[config.mk]
export PLATFORM = sky130hd
export DESIGN_NAME = scan_mux_nto1
export DESIGN_NICKNAME = d
export VERILOG_FILES = /design/src/rtl/scan_mux_nto1_pkg.sv /design/src/rtl/dwell_timer.sv /design/src/rtl/scan_mux_nto1.sv
export SDC_FILE = /design/constraint.sdc
export NUM_CORES = 1
export LEC_CHECK = 0
export ABC_CLOCK_PERIOD_IN_PS = 4400
export BUFFER_PORTS_ARGS = -buffer_cell sky130_fd_sc_hd__buf_4
export CORE_ASPECT_RATIO = 1.75
export CORE_MARGIN = 2
export CORE_UTILIZATION = 65
export CTS_BUF_LIST = sky130_fd_sc_hd__clkbuf_4 sky130_fd_sc_hd__clkbuf_8
export CTS_CLUSTER_DIAMETER = 120
export DETAILED_ROUTE_END_ITERATION = 12
export PLACE_DENSITY = 0.95
export SLEW_MARGIN = 5
export SYNTH_ARGS = -nofsm -noshare
export SYNTH_HDL_FRONTEND = slang
export SYNTH_SLANG_ARGS = --single-unit
[constraint.sdc]
create_clock -name clk -period 4.4 [get_ports clk]
set_input_delay 1.1 -clock clk [delete_from_list [all_inputs] [get_ports clk]]
set_output_delay 1.1 -clock clk [all_outputs]
set_load 0.02 [all_outputs]
[src/rtl/scan_mux_nto1_pkg.sv]
// rtl/scan_mux_nto1_pkg.sv - shared mode encodings and width helper for the lab display blocks
package scan_mux_nto1_pkg;

  localparam logic MODE_MANUAL = 1'b0;
  localparam logic MODE_SCAN   = 1'b1;

  // Bits needed to index n values, never less than one so a degenerate count still gets a register.
  function automatic int clog2_min1(input int n);
    return (n <= 2) ? 1 : $clog2(n);
  endfunction

endpackage

[src/rtl/dwell_timer.sv]
// rtl/dwell_timer.sv - free-running dwell counter that pulses tick on its last count
module dwell_timer
  import scan_mux_nto1_pkg::*;
#(
  parameter int DWELL = 50000000
) (
  input  logic clk,
  input  logic rst,
  input  logic en,
  input  logic clr,
  output logic tick
);

  localparam int CNT_W = clog2_min1(DWELL);
  localparam logic [CNT_W-1:0] LAST = CNT_W'(DWELL - 1);

  logic [CNT_W-1:0] cnt;

  // tick is combinational so the owner can advance on the same edge that wraps the count.
  assign tick = en && !clr && (cnt == LAST);

  always_ff @(posedge clk) begin
    if (rst) begin
      cnt <= '0;
    end else if (clr) begin
      cnt <= '0;
    end else if (en) begin
      cnt <= (cnt == LAST) ? '0 : cnt + CNT_W'(1);
    end
  end

endmodule

[src/rtl/scan_mux_nto1.sv]
// rtl/scan_mux_nto1.sv - N-channel registered selector with manual select or timed auto-scan
module scan_mux_nto1
  import scan_mux_nto1_pkg::*;
#(
  parameter int WIDTH    = 2,
  parameter int CHANNELS = 4,
  parameter int DWELL    = 50000000,
  localparam int SEL_W   = clog2_min1(CHANNELS)
) (
  input  logic                      clk,
  input  logic                      rst,
  input  logic                      mode,
  input  logic                      hold,
  input  logic [SEL_W-1:0]          s,
  input  logic [CHANNELS*WIDTH-1:0] d,
  output logic [WIDTH-1:0]          m,
  output logic [SEL_W-1:0]          cur_sel,
  output logic                      wrap
);

  localparam logic [SEL_W-1:0] LAST_CH = SEL_W'(CHANNELS - 1);

  logic             mode_q;
  logic [SEL_W-1:0] ptr;
  logic [SEL_W-1:0] s_clamp;
  logic [SEL_W-1:0] sel_eff;
  logic [WIDTH-1:0] m_next;
  logic             entry;
  logic             timer_en;
  logic             timer_clr;
  logic             advance;

  assign s_clamp = (int'(s) >= CHANNELS) ? LAST_CH : s;
  assign entry   = (mode == MODE_SCAN) && (mode_q == MODE_MANUAL);

  assign timer_en  = (mode == MODE_SCAN) && !hold;
  assign timer_clr = entry || (mode == MODE_MANUAL);

  dwell_timer #(
    .DWELL(DWELL)
  ) u_dwell_timer (
    .clk (clk),
    .rst (rst),
    .en  (timer_en),
    .clr (timer_clr),
    .tick(advance)
  );

  // On the entry cycle the pointer is still stale, so show clamped s to avoid a one-cycle glitch.
  assign sel_eff = ((mode == MODE_MANUAL) || entry) ? s_clamp : ptr;

  always_comb begin
    m_next = '0;
    for (int k = 0; k < CHANNELS; k++) begin
      if (sel_eff == SEL_W'(k)) begin
        m_next = d[k*WIDTH +: WIDTH];
      end
    end
  end

  always_ff @(posedge clk) begin
    if (rst) begin
      mode_q  <= MODE_SCAN;
      ptr     <= '0;
      m       <= '0;
      cur_sel <= '0;
      wrap    <= 1'b0;
    end else begin
      mode_q  <= mode;
      m       <= m_next;
      cur_sel <= sel_eff;
      wrap    <= advance && (ptr == LAST_CH);
      if (entry) begin
        ptr <= s_clamp;
      end else if (advance) begin
        ptr <= (ptr == LAST_CH) ? '0 : ptr + SEL_W'(1);
      end
    end
  end

endmodule

After elaboration in Yosys (flattened, before gate mapping)
Index checks and enable logic that the tools add are counted.
Widths: inputs -> output; s select.
{"block": "op_classes", "shifts": 0, "n_addsub": 2, "mul": 0, "n_eq_ne": 5, "n_bitwise": 2, "magnitude_cmp": 0, "muxes": 9, "n_reduce_logical": 11, "n_div": 0}
{"cell": "$add 26x1->26 const B", "n": 1}
{"cell": "$eq 26x26->1 const B", "n": 1}
{"cell": "$mux 26", "n": 1}
{"cell": "$mux 2", "n": 8}
{"cell": "$eq 2x2->1 const B", "n": 3}
{"cell": "$logic_and 1x1->1", "n": 5}
{"cell": "$add 2x1->2 const B", "n": 1}
{"cell": "$eq 2x1->1 const B", "n": 1}
{"cell": "$logic_not 1->1", "n": 2}
{"cell": "$logic_not 2->1", "n": 1}
{"cell": "$not 1->1", "n": 2}
{"cell": "$reduce_bool 2->1", "n": 1}
{"cell": "$reduce_or 2->1", "n": 1}
{"cell": "$logic_or 1x1->1", "n": 1}
{"block": "word_totals", "latch_bits": 0, "ram_bits": 0, "n_memories": 0, "rom_bits": 0, "reg_bits": 34, "wordCells": 35}

Longest topological paths before layout
Gate-level depths: netlist of run 1.
{"block": "logic_depth", "depth_word": 9, "depth_mapped": 6}

Hierarchy
From an unflattened synthesis of run 1, not the netlist that was laid out.
{"block": "hier_totals", "cells_unflattened": 182, "hier_area_um2": 1662.8}
{"module": "dwell_timer", "seq_area_each_um2": 520.5, "instances": 1, "area_per_inst_um2": 1276.2, "cells_each": 146}
{"module": "scan_mux_nto1", "seq_area_each_um2": 160.2, "instances": 1, "area_per_inst_um2": 386.6, "cells_each": 36}

Least setup slack after synthesis of run 1
Ideal clock, no wire load.
{"block": "synth_path", "path_kind": "input to register", "startpoint": "input mode", "endpoint": "register m[0]", "arrival_ns": 2.366, "setup_ns": 0.127, "cell_stages": 5, "path_buffers": 1, "t_required_ns": 4.273, "setup_slack_ns": 1.908, "cell_sequence": "clkbuf_2 > nand2_1 > mux2i_1 > mux4_2 > nor2b_1"}
{"block": "synth_via", "elab_chain_cells": 8, "elab_cells_between_ends": 12}
{"item": "start: declaration", "line_no": "scan_mux_nto1.sv:12", "rtl": "input logic mode,"}
{"item": "$logic_and 1x1->1 / $not 1->1 (equally long branches)", "line_no": "scan_mux_nto1.sv:34, scan_mux_nto1.sv:50"}
{"item": "$logic_or 1x1->1 (*)", "line_no": "scan_mux_nto1.sv:50", "rtl": "assign sel_eff = ((mode == MODE_MANUAL) || entry) ? s_clamp : ptr;"}
{"item": "$mux 2 (*)", "line_no": "scan_mux_nto1.sv:50"}
{"item": "$logic_not 2->1", "line_no": "scan_mux_nto1.sv:55", "rtl": "if (sel_eff == SEL_W'(k)) begin"}
{"item": "$mux 2 (3 in a row)", "line_no": "scan_mux_nto1.sv:55"}
{"item": "$mux 2 (*)", "line_no": "scan_mux_nto1.sv:55"}
{"item": "end signal: assignment", "line_no": "scan_mux_nto1.sv:70", "rtl": "m <= m_next;"}
{"item": "end: declaration", "line_no": "scan_mux_nto1.sv:16", "rtl": "output logic [WIDTH-1:0] m,"}
Mark *: on every way between the ends. The rest lies on a longest branch, timed or not.
A chain may end at the register's enable or synchronous reset.

Worst setup path in the final report of run 1
{"block": "layout_path", "startpoint": "input hold", "endpoint": "register u_dwell_timer.cnt[18]"}
{"block": "layout_via", "elab_chain_cells": 2}
{"item": "start: declaration", "line_no": "scan_mux_nto1.sv:13", "rtl": "input logic hold,"}
{"item": "$logic_not 1->1", "line_no": "scan_mux_nto1.sv:36", "rtl": "assign timer_en = (mode == MODE_SCAN) && !hold;"}
{"item": "$logic_and 1x1->1", "line_no": "scan_mux_nto1.sv:36"}
{"item": "end signal: assignment", "line_no": "dwell_timer.sv:28", "rtl": "cnt <= (cnt == LAST) ? '0 : cnt + CNT_W'(1);"}
{"item": "end: declaration", "line_no": "dwell_timer.sv:17", "rtl": "logic [CNT_W-1:0] cnt;"}
No other way between the ends.

==> results of run 1 <==
-- worst register-to-register path, stage by stage, from the launching register on --
cell and delay (ns):
dfxtp_1 0.41, nand4b_1 0.48, or3_1 0.60, o311ai_0 0.53, o41ai_1 0.17
-- cell type report --
| type | instances | area, µm² | area share [%] |
|---|---|---|---|
| clock buffers | 6 | 76.3 | 3.63 |
| multi-input cells | 173 | 1120 | 53.5 |
| clock inverters | 2 | 37.5 | 1.78 |
| inverters | 4 | 15.0 | 0.714 |
| flip-flops and latches | 34 | 681 | 32.4 |
| repair buffers | 18 | 135 | 6.42 |
| well taps | 27 | 33.8 | 1.61 |
-- worst paths after layout --
path	start	endpoint	slack, ns
setup / recovery	hold	u_dwell_timer.cnt[18]$_SDFFE_PP0N_	1.50
hold / removal	mode_q$_SDFF_PP1_	wrap$_SDFF_PP0_	0.49
setup reg to reg	u_dwell_timer.cnt[3]$_SDFFE_PP0N_	u_dwell_timer.cnt[18]$_SDFFE_PP0N_	2.07
hold reg to reg	mode_q$_SDFF_PP1_	wrap$_SDFF_PP0_	0.49
-- Yosys cell counts (all sizes together), types with 3 or more instances --
library cell and number:
or3 9, nor4b 3, clkbuf 4, nor2 21
or4 4, nand4b 3, and4 3, inv 4
o31ai 4, nand2 20, mux2i 3, nor3 3
dfxtp 34, nor4 5, nand3 13, a21oi 17
nand4 7, and3 5, nand3b 3, ha 3
buf 4, o21ai 11, and4b 3, xnor2 3
nor2b 4
-- metal layers --
layer,up-vias,wire length (µm)
met1,849,1570
li1,864,-
met4,0,293
met2,120,2390
met3,37,363
met5,-,0
-- kinds of logic after synthesis --
group	count (synthesis)	share of synthesized area, %
simple gates	111	34.7
buf+inv	12	3.41
fa+ha+maj	3	2.01
xor+xnor	5	2.34
compound gates	47	15.9
mux	7	5.22
flops	34	36.4
-- through the flow --
step | hold WS, ns | utilization (%) | total power [W] | setup slack, ns | instance area (µm²)
after floorplan | 0.441 | - | 0.000348 | 1.91 | 1870
after global placement | 0.456 | 73.1 | 0.000365 | 1.60 | 1990
after detailed placement | 0.470 | 73.1 | 0.000367 | 1.56 | 1990
after CTS | 0.488 | 77.3 | 0.000656 | 1.59 | 2100
after global routing | 0.519 | 77.3 | 0.000670 | 1.52 | 2100
final | 0.493 | 77.3 | 0.000653 | 1.50 | 2100
-- power groups by stage --
stage          logic (W)  registers (W)  clock network [W]
3_3_place_gp   0.0000430       0.000322                  0
5_1_grt        0.0000483       0.000316           0.000306
4_1_cts        0.0000449       0.000315           0.000296
2_1_floorplan  0.0000231       0.000325                  0
6_report       0.0000447       0.000315           0.000293
3_5_place_dp   0.0000445       0.000322                  0
-- sequential cells by signal, indices dropped and copies added, names as in the netlist --
name / cells
mode_q: 1
u_dwell_timer.cnt: 26
m: 2
wrap: 1
ptr: 2
cur_sel: 2
-- placed cells by master (no fill, tap or decap), types with 3 or more instances in the layout --
cell,n
a21oi_1,16
and3_1,4
and4b_1,3
buf_4,18
clkbuf_8,5
dfxtp_1,34
ha_1,3
inv_1,4
mux2i_1,3
nand2_1,20
nand3_1,12
nand3b_1,3
nand4_1,7
nor2_1,21
nor2b_1,4
nor3_1,3
nor4_1,5
nor4b_1,3
o21ai_0,11
o31ai_1,4
or3_1,7
or4_1,3
xnor2_1,3
==> summary.txt, run 1 <==
Outcome
  • Outcome: completed

Global route
  • Total grt overflow: 0
  • Met2 Resource Use GR: 53.3%
  • Initial antenna violation count: 0
  • M3 GR Usage: ~7.7%
  • Largest net degree at the start of global routing: 15
  • Total track usage: 30.0%
  • GR Util met1: between 20% and 30%
  • Layer with the highest usage: met2
  • First-pass GRT wire length: 7.27 mm
  • Number of global-route vias before repair: 1669

Setup path
  • CP cell instances: buf_4 > nand4b_1 > or3_1 > o311ai_0 > o41ai_1
  • Buf/Inv on CP: 1
  • Max incr delay on CP: 0.60 ns
  • Delay-heaviest family, CP: simple AND/OR/NAND/NOR gates
  • Slowest CP cell: or3_1
  • CP required: 4.55 ns
  • FF-to-FF path depth: 4
  • Critical path class: input pin to flop
  • CP arrival: between 3 and 4 ns
  • Crit-path max FO: 13
  • Crit. End Element: flop
  • Crit path depth: 5
  • CP Launch Type: input pin

Logic synthesis
  • Ys async rst share: 0%
  • Synth Flop Type: dfxtp_1
  • Synth unique cells: 52
  • Share of the synthesized area in the top cell type: 36.4%
  • Ys Warns: 0
  • Post-synth top area cell: dfxtp_1
  • Synthesized instance count: 219
  • Post-synthesis net count: ~240
  • EDFF count, synth: 0
  • Cell Area, Synth: about 0.0019 mm²
  • Synth top area cells: dfxtp_1, a21oi_1, nor2_1
  • Flop and latch count out of synthesis: 34
  • Seq/Total Area, Yosys: between 30 and 40%
  • Avg Synthesized Cell Area: 8.54 µm²

Floorplanning
  • Row count: 25
  • DIE AREA: roughly 0.0033 mm²
  • Initial core utilization: about 70%
  • Core area: 0.00272 mm²
  • Die H: 74.9 µm
  • Ports: 19
  • Die width: roughly 45 µm

Finish
  • Post-Layout Cell Count: 264
  • Proportion of layout cells with a drive suffix above 1: 17.7%
  • Filler cells: around 170
  • Ant diodes: 0
  • Area growth syn-to-layout: 12.5%
  • Nets: 253

Power
  • Pwr Density: 311 mW/mm²
  • NetSw: 0.000143 W
  • Logic pwr share: 6.8%
  • VDD IR max: between 0.0003 and 0.0004 V
  • Leakage power: 0.742 nW
  • Switching Fraction: 21.9%
  • Clk network pwr share: 44.9%
  • Seq pwr share: around 48%
  • Power Internal: 0.000510 W

Placement
  • Port bufs: 18
  • Dpl hpwl: 3.23 mm
  • Final RePlAce weighted congestion: 0.843
  • Dpl cells: 256

Routing
  • Initial DRC count: 112
  • DR pass1 iterations: 5
  • Total number of vias: 1870
  • WL per Instance: 17.5 µm
  • DR DRC count: 0
  • Routed wire length: 4.61 mm
  • Vias per inst: 7.08
  • Final ANT Viol Nets: 0

Clock tree
  • Clk_lat worst skew: 0.29 ns
  • Setup Buffers After CTS: 0
  • Hold_buf cts: 0
  • CTS H-tree depth: 2
  • TritonCTS clock tree: done
  • Clk sinks: 34
  • CTS Buffer Depth: 2
  • CTS clk-pin slew, worst paths: 0.07 ns
  • TritonCTS Buffers: 5
  • CTS Root Cell: clkbuf_8
  • Resized cells post-CTS: 0

Timing
  • Worst-Margin Slew: 0.717 ns
  • Final setup fails: 0
  • Slew HR: between 50% and 60%
  • Fmax: 345 MHz
  • Setup tns final: 0 ns
  • Final Hold Vio Count: 0
  • Tcrit/Tclk final: 65.9%
  • RSZ-0062 raised after global routing: no
  • Slew Limit Fails: 0
  • Post-route clock skew: 0.0117 ns
  • Minimum clock period: roughly 2.9 ns

Hold path
  • Hold depth: 2
  • Hold WC Path Type: flop to flop

Job
  • Max_cap viols: 0
(Power assumes the default switching activity.)
==> run 2, diff against run 1 <==
--- a/config.mk
+++ b/config.mk
@@ -5,15 +5,15 @@
 export SDC_FILE = /design/constraint.sdc
 export NUM_CORES = 1
 export LEC_CHECK = 0
-export ABC_CLOCK_PERIOD_IN_PS = 4400
+export ABC_CLOCK_PERIOD_IN_PS = 2900
 export BUFFER_PORTS_ARGS = -buffer_cell sky130_fd_sc_hd__buf_4
 export CORE_ASPECT_RATIO = 1.75
 export CORE_MARGIN = 2
-export CORE_UTILIZATION = 65
+export CORE_UTILIZATION = 61
 export CTS_BUF_LIST = sky130_fd_sc_hd__clkbuf_4 sky130_fd_sc_hd__clkbuf_8
 export CTS_CLUSTER_DIAMETER = 120
 export DETAILED_ROUTE_END_ITERATION = 12
-export PLACE_DENSITY = 0.95
+export PLACE_DENSITY = 0.94
 export SLEW_MARGIN = 5
 export SYNTH_ARGS = -nofsm -noshare
 export SYNTH_HDL_FRONTEND = slang
==> constraint.sdc (replaced) <==
create_clock -name clk -period 2.9 [get_ports clk]
set_input_delay 0.725 -clock clk [delete_from_list [all_inputs] [get_ports clk]]
set_output_delay 0.725 -clock clk [all_outputs]
set_load 0.02 [all_outputs]
==> summary.txt, run 2 (synthesis results as in run 1) <==
Clock tree
  • CTS H-tree depth: 2
  • Hold_buf cts: 0
  • TritonCTS Buffers: 5
  • Clk_lat worst skew: roughly 0.29 ns
  • Resized cells post-CTS: 0
  • CTS Root Cell: clkbuf_8
  • TritonCTS clock tree: done
  • CTS Buffer Depth: 2
  • Clk sinks: 34
  • CTS clk-pin slew, worst paths: about 0.060 ns
  • Setup Buffers After CTS: 0

Timing
  • Tcrit/Tclk final: 71.0%
  • Fmax: 486 MHz
  • Minimum clock period: 2.06 ns
  • Slew Limit Fails: 0
  • Post-route clock skew: 0.00835 ns
  • Worst-Margin Slew: 0.600 ns
  • Slew HR: between 50% and 60%
  • RSZ-0062 raised after global routing: no
  • Final Hold Vio Count: 0
  • Final setup fails: 0
  • Setup tns final: 0 ns

Routing
  • Total number of vias: 1809
  • Routed wire length: 4.67 mm
  • Final ANT Viol Nets: 0
  • Vias per inst: just under 7
  • DR pass1 iterations: 5
  • Initial DRC count: 81
  • WL per Instance: 17.7 µm
  • DR DRC count: 0

Outcome
  • Outcome: completed

Floorplanning
  • DIE AREA: 0.00354 mm²
  • Row count: 26
  • Die width: 45.8 µm
  • Initial core utilization: 63.8%
  • Ports: 19
  • Die H: a little under 80 µm
  • Core area: 0.00293 mm²

Placement
  • Dpl hpwl: 3.29 mm
  • Final RePlAce weighted congestion: 0.873
  • Port bufs: 18

Hold path
  • Hold WC Path Type: flop to flop

Finish
  • Nets: 254
  • Multi-input logic area: 0.00112 mm²
  • Max reg flops: 26
  • Most common cell after layout, fill and taps aside: dfxtp_1
  • Proportion of layout cells with a drive suffix above 1: 17.4%
  • Top reg by flops: u_dwell_timer.cnt
  • Ant diodes: 0
  • Area growth syn-to-layout: 11.3%
  • Most frequent cells in the layout: dfxtp_1, nor2_1, nand2_1, buf_4, a21oi_1
  • Util after Layout: 71.1%
  • Reg area: 681 µm²
  • Filler cells: 223

Power
  • Leakage power: about 0.73 nW
  • Pwr Density: 429 mW/mm²
  • VDD IR max: 0.000371 V

Setup path
  • Crit. End Element: flop
  • CP arrival: 2.28 ns
  • Delay-heaviest family, CP: simple AND/OR/NAND/NOR gates
  • Buf/Inv on CP: 1
  • Critical path class: input pin to flop
  • CP required: about 3.1 ns
  • CP cell instances: buf_4 > and4b_1 > nand3_2 > or4b_1 > a21oi_1
  • Crit-path max FO: 10
  • CP Launch Type: input pin
  • Max incr delay on CP: 0.52 ns
  • Slowest CP cell: and4b_1

Global route
  • Number of global-route vias before repair: 1782
  • Total track usage: 30.7%
  • Initial antenna violation count: 0
  • First-pass GRT wire length: 8.03 mm
  • Total grt overflow: 0
  • Largest net degree at the start of global routing: 15

Job
  • Max_cap viols: 0
==> run 2: cell count changes in the layout (fill, tap and decap cells not counted) <==
cell        before  now
clkbuf_4         1    0
buf_4           18   19
clkinvlp_4       1    0
clkbuf_8         5    6
bufinv_16        1    0
==> run 2: final cells by class <==
class	instances	area share [%]
flip-flops and latches	34	32.7
well taps	28	1.68
repair buffers	19	6.86
inverters	4	0.722
clock buffers	6	3.97
multi-input cells	173	54.1
==> run 2: worst min-delay path, delay by kind of cell (launching register included) <==
kind / cells / cell delay (ns)
flip-flops: 1 / 0.34
AND/OR/NAND/NOR: 2 / 0.12
==> run 2: per-stage QoR <==
stage / hold slack (ns) / area, µm² / cells / setup WS [ns] / power, W
floorplan: 0.441 / 1870 / 219 / 0.783 / 0.000529
global placement: 0.458 / 2000 / 258 / 0.658 / 0.000554
detailed placement: 0.475 / 2000 / 258 / 0.596 / 0.000556
CTS: 0.496 / 2080 / 264 / 0.888 / 0.000894
global route: 0.525 / 2080 / 264 / 0.774 / 0.000915
finish: 0.505 / 2080 / 264 / 0.842 / 0.000893
==> run 2: report_power, final <==
| part | internal (W) | leakage (nW) | switching (W) | total, W |
|---|---|---|---|---|
| clock network | 0.000183 | 0.0431 | 0.000163 | 0.000346 |
| logic | 0.0000345 | 0.416 | 0.0000337 | 0.0000683 |
| registers | 0.000474 | 0.275 | 0.00000456 | 0.000479 |
| total | 0.000692 | 0.734 | 0.000202 | 0.000893 |
==> run 2: final timing paths <==
kind                                                           end  slack (ns)  depth (start not counted)                          startpoint
worst max-delay path            u_dwell_timer.cnt[24]$_SDFFE_PP0N_        0.84                          5                                hold
worst min-delay path                               wrap$_SDFF_PP0_        0.50                          2                   mode_q$_SDFF_PP1_
worst max register to register  u_dwell_timer.cnt[25]$_SDFFE_PP0N_        0.92                          4  u_dwell_timer.cnt[20]$_SDFFE_PP0N_
worst min register to register                     wrap$_SDFF_PP0_        0.50                          2                   mode_q$_SDFF_PP1_
==> run 2: layer usage <==
| layer | up-vias | global-route usage [%] | share of wire (%) |
|---|---|---|---|
| li1 | 862 | - | - |
| met1 | 817 | 33.8 | 35 |
| met2 | 100 | 51.0 | 54 |
| met3 | 30 | 6.35 | 6.7 |
| met4 | 0 | 17.1 | 4.9 |
| met5 | - | 0 | 0 |
==> run 3, diff against run 2 <==
--- a/config.mk
+++ b/config.mk
@@ -5,15 +5,16 @@
 export SDC_FILE = /design/constraint.sdc
 export NUM_CORES = 1
 export LEC_CHECK = 0
-export ABC_CLOCK_PERIOD_IN_PS = 2900
+export ABC_AREA = 1
+export ABC_CLOCK_PERIOD_IN_PS = 1700
 export BUFFER_PORTS_ARGS = -buffer_cell sky130_fd_sc_hd__buf_4
 export CORE_ASPECT_RATIO = 1.75
 export CORE_MARGIN = 2
-export CORE_UTILIZATION = 61
+export CORE_UTILIZATION = 55
 export CTS_BUF_LIST = sky130_fd_sc_hd__clkbuf_4 sky130_fd_sc_hd__clkbuf_8
 export CTS_CLUSTER_DIAMETER = 120
 export DETAILED_ROUTE_END_ITERATION = 12
-export PLACE_DENSITY = 0.94
+export PLACE_DENSITY = 0.9
 export SLEW_MARGIN = 5
 export SYNTH_ARGS = -nofsm -noshare
 export SYNTH_HDL_FRONTEND = slang
==> constraint.sdc (replaced) <==
create_clock -name clk -period 1.7 [get_ports clk]
set_input_delay 0.425 -clock clk [delete_from_list [all_inputs] [get_ports clk]]
set_output_delay 0.425 -clock clk [all_outputs]
set_load 0.02 [all_outputs]
==> summary.txt, run 3 <==
Global route
  • Total grt overflow: 0
  • Number of global-route vias before repair: 1893
  • Total track usage: 27.9%
  • Largest net degree at the start of global routing: 16
  • Initial antenna violation count: 0
  • First-pass GRT wire length: 8.29 mm

Logic synthesis
  • Ys async rst share: 0%
  • Post-synth top area cell: dfxtp_1
  • Ys Warns: 0
  • Seq/Total Area, Yosys: 35.2%
  • EDFF count, synth: 0
  • Synth Flop Type: dfxtp_1
  • Avg Synthesized Cell Area: roughly 6.8 µm²
  • Share of the synthesized area in the top cell type: around a third
  • Post-synthesis net count: ~300
  • Synth top cells by count: nand2_1, nor2_1, dfxtp_1
  • Cell Area, Synth: roughly 0.0019 mm²
  • Flop and latch count out of synthesis: 34
  • Synthesized instance count: 284
  • Synth top area cells: dfxtp_1, nand2_1, nor2_1
  • Most common cell in the netlist: nand2_1
  • Synth unique cells: 31

Routing
  • WL per Instance: 14.1 µm
  • Total number of vias: 1935
  • Routed wire length: 5.08 mm
  • Initial DRC count: 70
  • DR DRC count: 0
  • Vias per inst: between 5 and 6
  • Final ANT Viol Nets: 0
  • DR pass1 iterations: 4

Finish
  • Most frequent cells in the layout: nand2_1, nor2_1, dfxtp_1, inv_1, buf_4
  • Most common cell after layout, fill and taps aside: nand2_1
  • Nets: between 300 and 400
  • Max reg flops: 26
  • Util after Layout: 68.2%
  • Area growth syn-to-layout: 18.5%
  • Top reg by flops: u_dwell_timer.cnt
  • Ant diodes: 0
  • Proportion of layout cells with a drive suffix above 1: 19.4%

Power
  • Leakage power: 0.866 nW
  • VDD IR max: 0.000774 V
  • Pwr Density: 729 mW/mm²

Timing
  • Minimum clock period: 1.56 ns
  • Final Hold Vio Count: 0
  • Worst-Margin Slew: about 0.48 ns
  • Tcrit/Tclk final: between 90% and 100%
  • Slew HR: about two thirds
  • RSZ-0062 raised after global routing: no
  • Final setup fails: 0
  • Slew Limit Fails: 0
  • Setup tns final: 0 ns
  • Fmax: 642 MHz
  • Minimum hold slack: 0.331 ns
  • Post-route clock skew: 0.00621 ns

Placement
  • Final RePlAce weighted congestion: 0.996
  • Port bufs: 18
  • Dpl hpwl: around 4 mm

Setup path
  • Crit. End Element: flop
  • CP Launch Type: flop
  • Crit-path max FO: 4
  • Critical path class: flop to flop
  • CP required: 1.94 ns
  • Flop2flop setup slack: 0.14 ns
  • CP arrival: 1.80 ns

Clock tree
  • Clk sinks: 34
  • CTS H-tree depth: 2
  • Clk_lat worst skew: 0.30 ns
  • TritonCTS clock tree: done
  • CTS Root Cell: clkbuf_8
  • CTS Buffer Depth: 2
  • CTS clk-pin slew, worst paths: 0.07 ns
  • TritonCTS Buffers: 5

Floorplanning
  • Die H: 82.5 µm
  • Core area: 0.00336 mm²
  • Die width: 48.8 µm
  • Ports: 19
  • Row count: 28
  • Initial core utilization: 57.5%
  • DIE AREA: 0.00403 mm²

Hold path
  • Hold WC Path Type: input pin to flop

Outcome
  • Outcome: completed

Job
  • Max_cap viols: 0
==> run 3: cell types whose count changed after synthesis, moves of 5 or more <==
cell,delta
nand3_1,+6
nand2_2,+7
o21ai_0,-5
xor2_1,+6
a21oi_1,-7
nor3_1,+7
nand2_1,+45
nor4_1,-5
inv_1,+23
nor2_4,+6
nor2_1,+35
or3_1,-7
==> run 3: kinds of logic (layout without fill, tap and decap cells) <==
logic type | after synthesis | count (layout) | share of synthesized area [%]
compound gates | 21 | 21 | 6.27
xor+xnor | 8 | 8 | 3.62
fa+ha+maj | 3 | 3 | 1.94
buf+inv | 32 | 63 | 6.60
flops | 34 | 34 | 35.2
simple gates | 186 | 186 | 46.4
==> run 3: layout make-up <==
class | instances | area, µm²
well taps | 45 | 56.3
flip-flops and latches | 34 | 682
inverters | 31 | 116
clock buffers | 8 | 110
repair buffers | 24 | 193
multi-input cells | 218 | 1130
fillers | 292 | 1070
==> run 3: per-layer routing <==
metal,wire length (µm),track usage [%],vias to the layer above
met5,0,0,-
met4,317,23.4,0
met3,199,5.04,30
met2,2910,54.7,72
met1,1660,24.3,866
li1,-,-,967
==> run 3: worst paths after layout <==
check | startpoint | endpoint | cells past startpoint
setup / recovery | u_dwell_timer.cnt[1]$_SDFFE_PP0N_ | u_dwell_timer.cnt[22]$_SDFFE_PP0N_ | 9
hold / removal | rst | ptr[1]$_SDFFE_PP0P_ | 2
setup reg to reg | u_dwell_timer.cnt[1]$_SDFFE_PP0N_ | u_dwell_timer.cnt[22]$_SDFFE_PP0N_ | 9
hold reg to reg | mode_q$_SDFF_PP1_ | wrap$_SDFF_PP0_ | 2
==> run 3: worst max-delay path, stage by stage (launching register included) <==
cell and delay, ns:
dfxtp_1 0.39, ha_1 0.16, inv_1 0.06, nor2_4 0.16
nand3_2 0.12, nor2_2 0.25, nand3_1 0.15, nand2_1 0.09
nand2_1 0.05, nor2_1 0.07
==> run 3: power by group <==
part,internal (W),switching [W]
sequential,0.000809,0.00000732
combinational,0.0000607,0.0000799
clock,0.000409,0.000305
==> run 3: repair_timing <==
| item | CTS | global route |
|---|---|---|
| setup buffers | 0 | 2 |
| endpoints found under the setup margin | 0 | 5 |
| resized for setup | 0 | 2 |
| hold buffers | 0 | 0 |
==> run 3: stage by stage <==
| step | instance area, µm² | cells | setup slack [ns] | power (W) |
|---|---|---|---|---|
| 3_5_place_dp | 2140 | 350 | 0.101 | 0.000964 |
| 2_1_floorplan | 1930 | 284 | 0.344 | 0.000910 |
| 3_3_place_gp | 2140 | 350 | 0.106 | 0.000962 |
| 6_report | 2290 | 360 | 0.143 | 0.00167 |
| 4_1_cts | 2250 | 358 | 0.0577 | 0.00166 |
| 5_1_grt | 2290 | 360 | 0.00158 | 0.00172 |
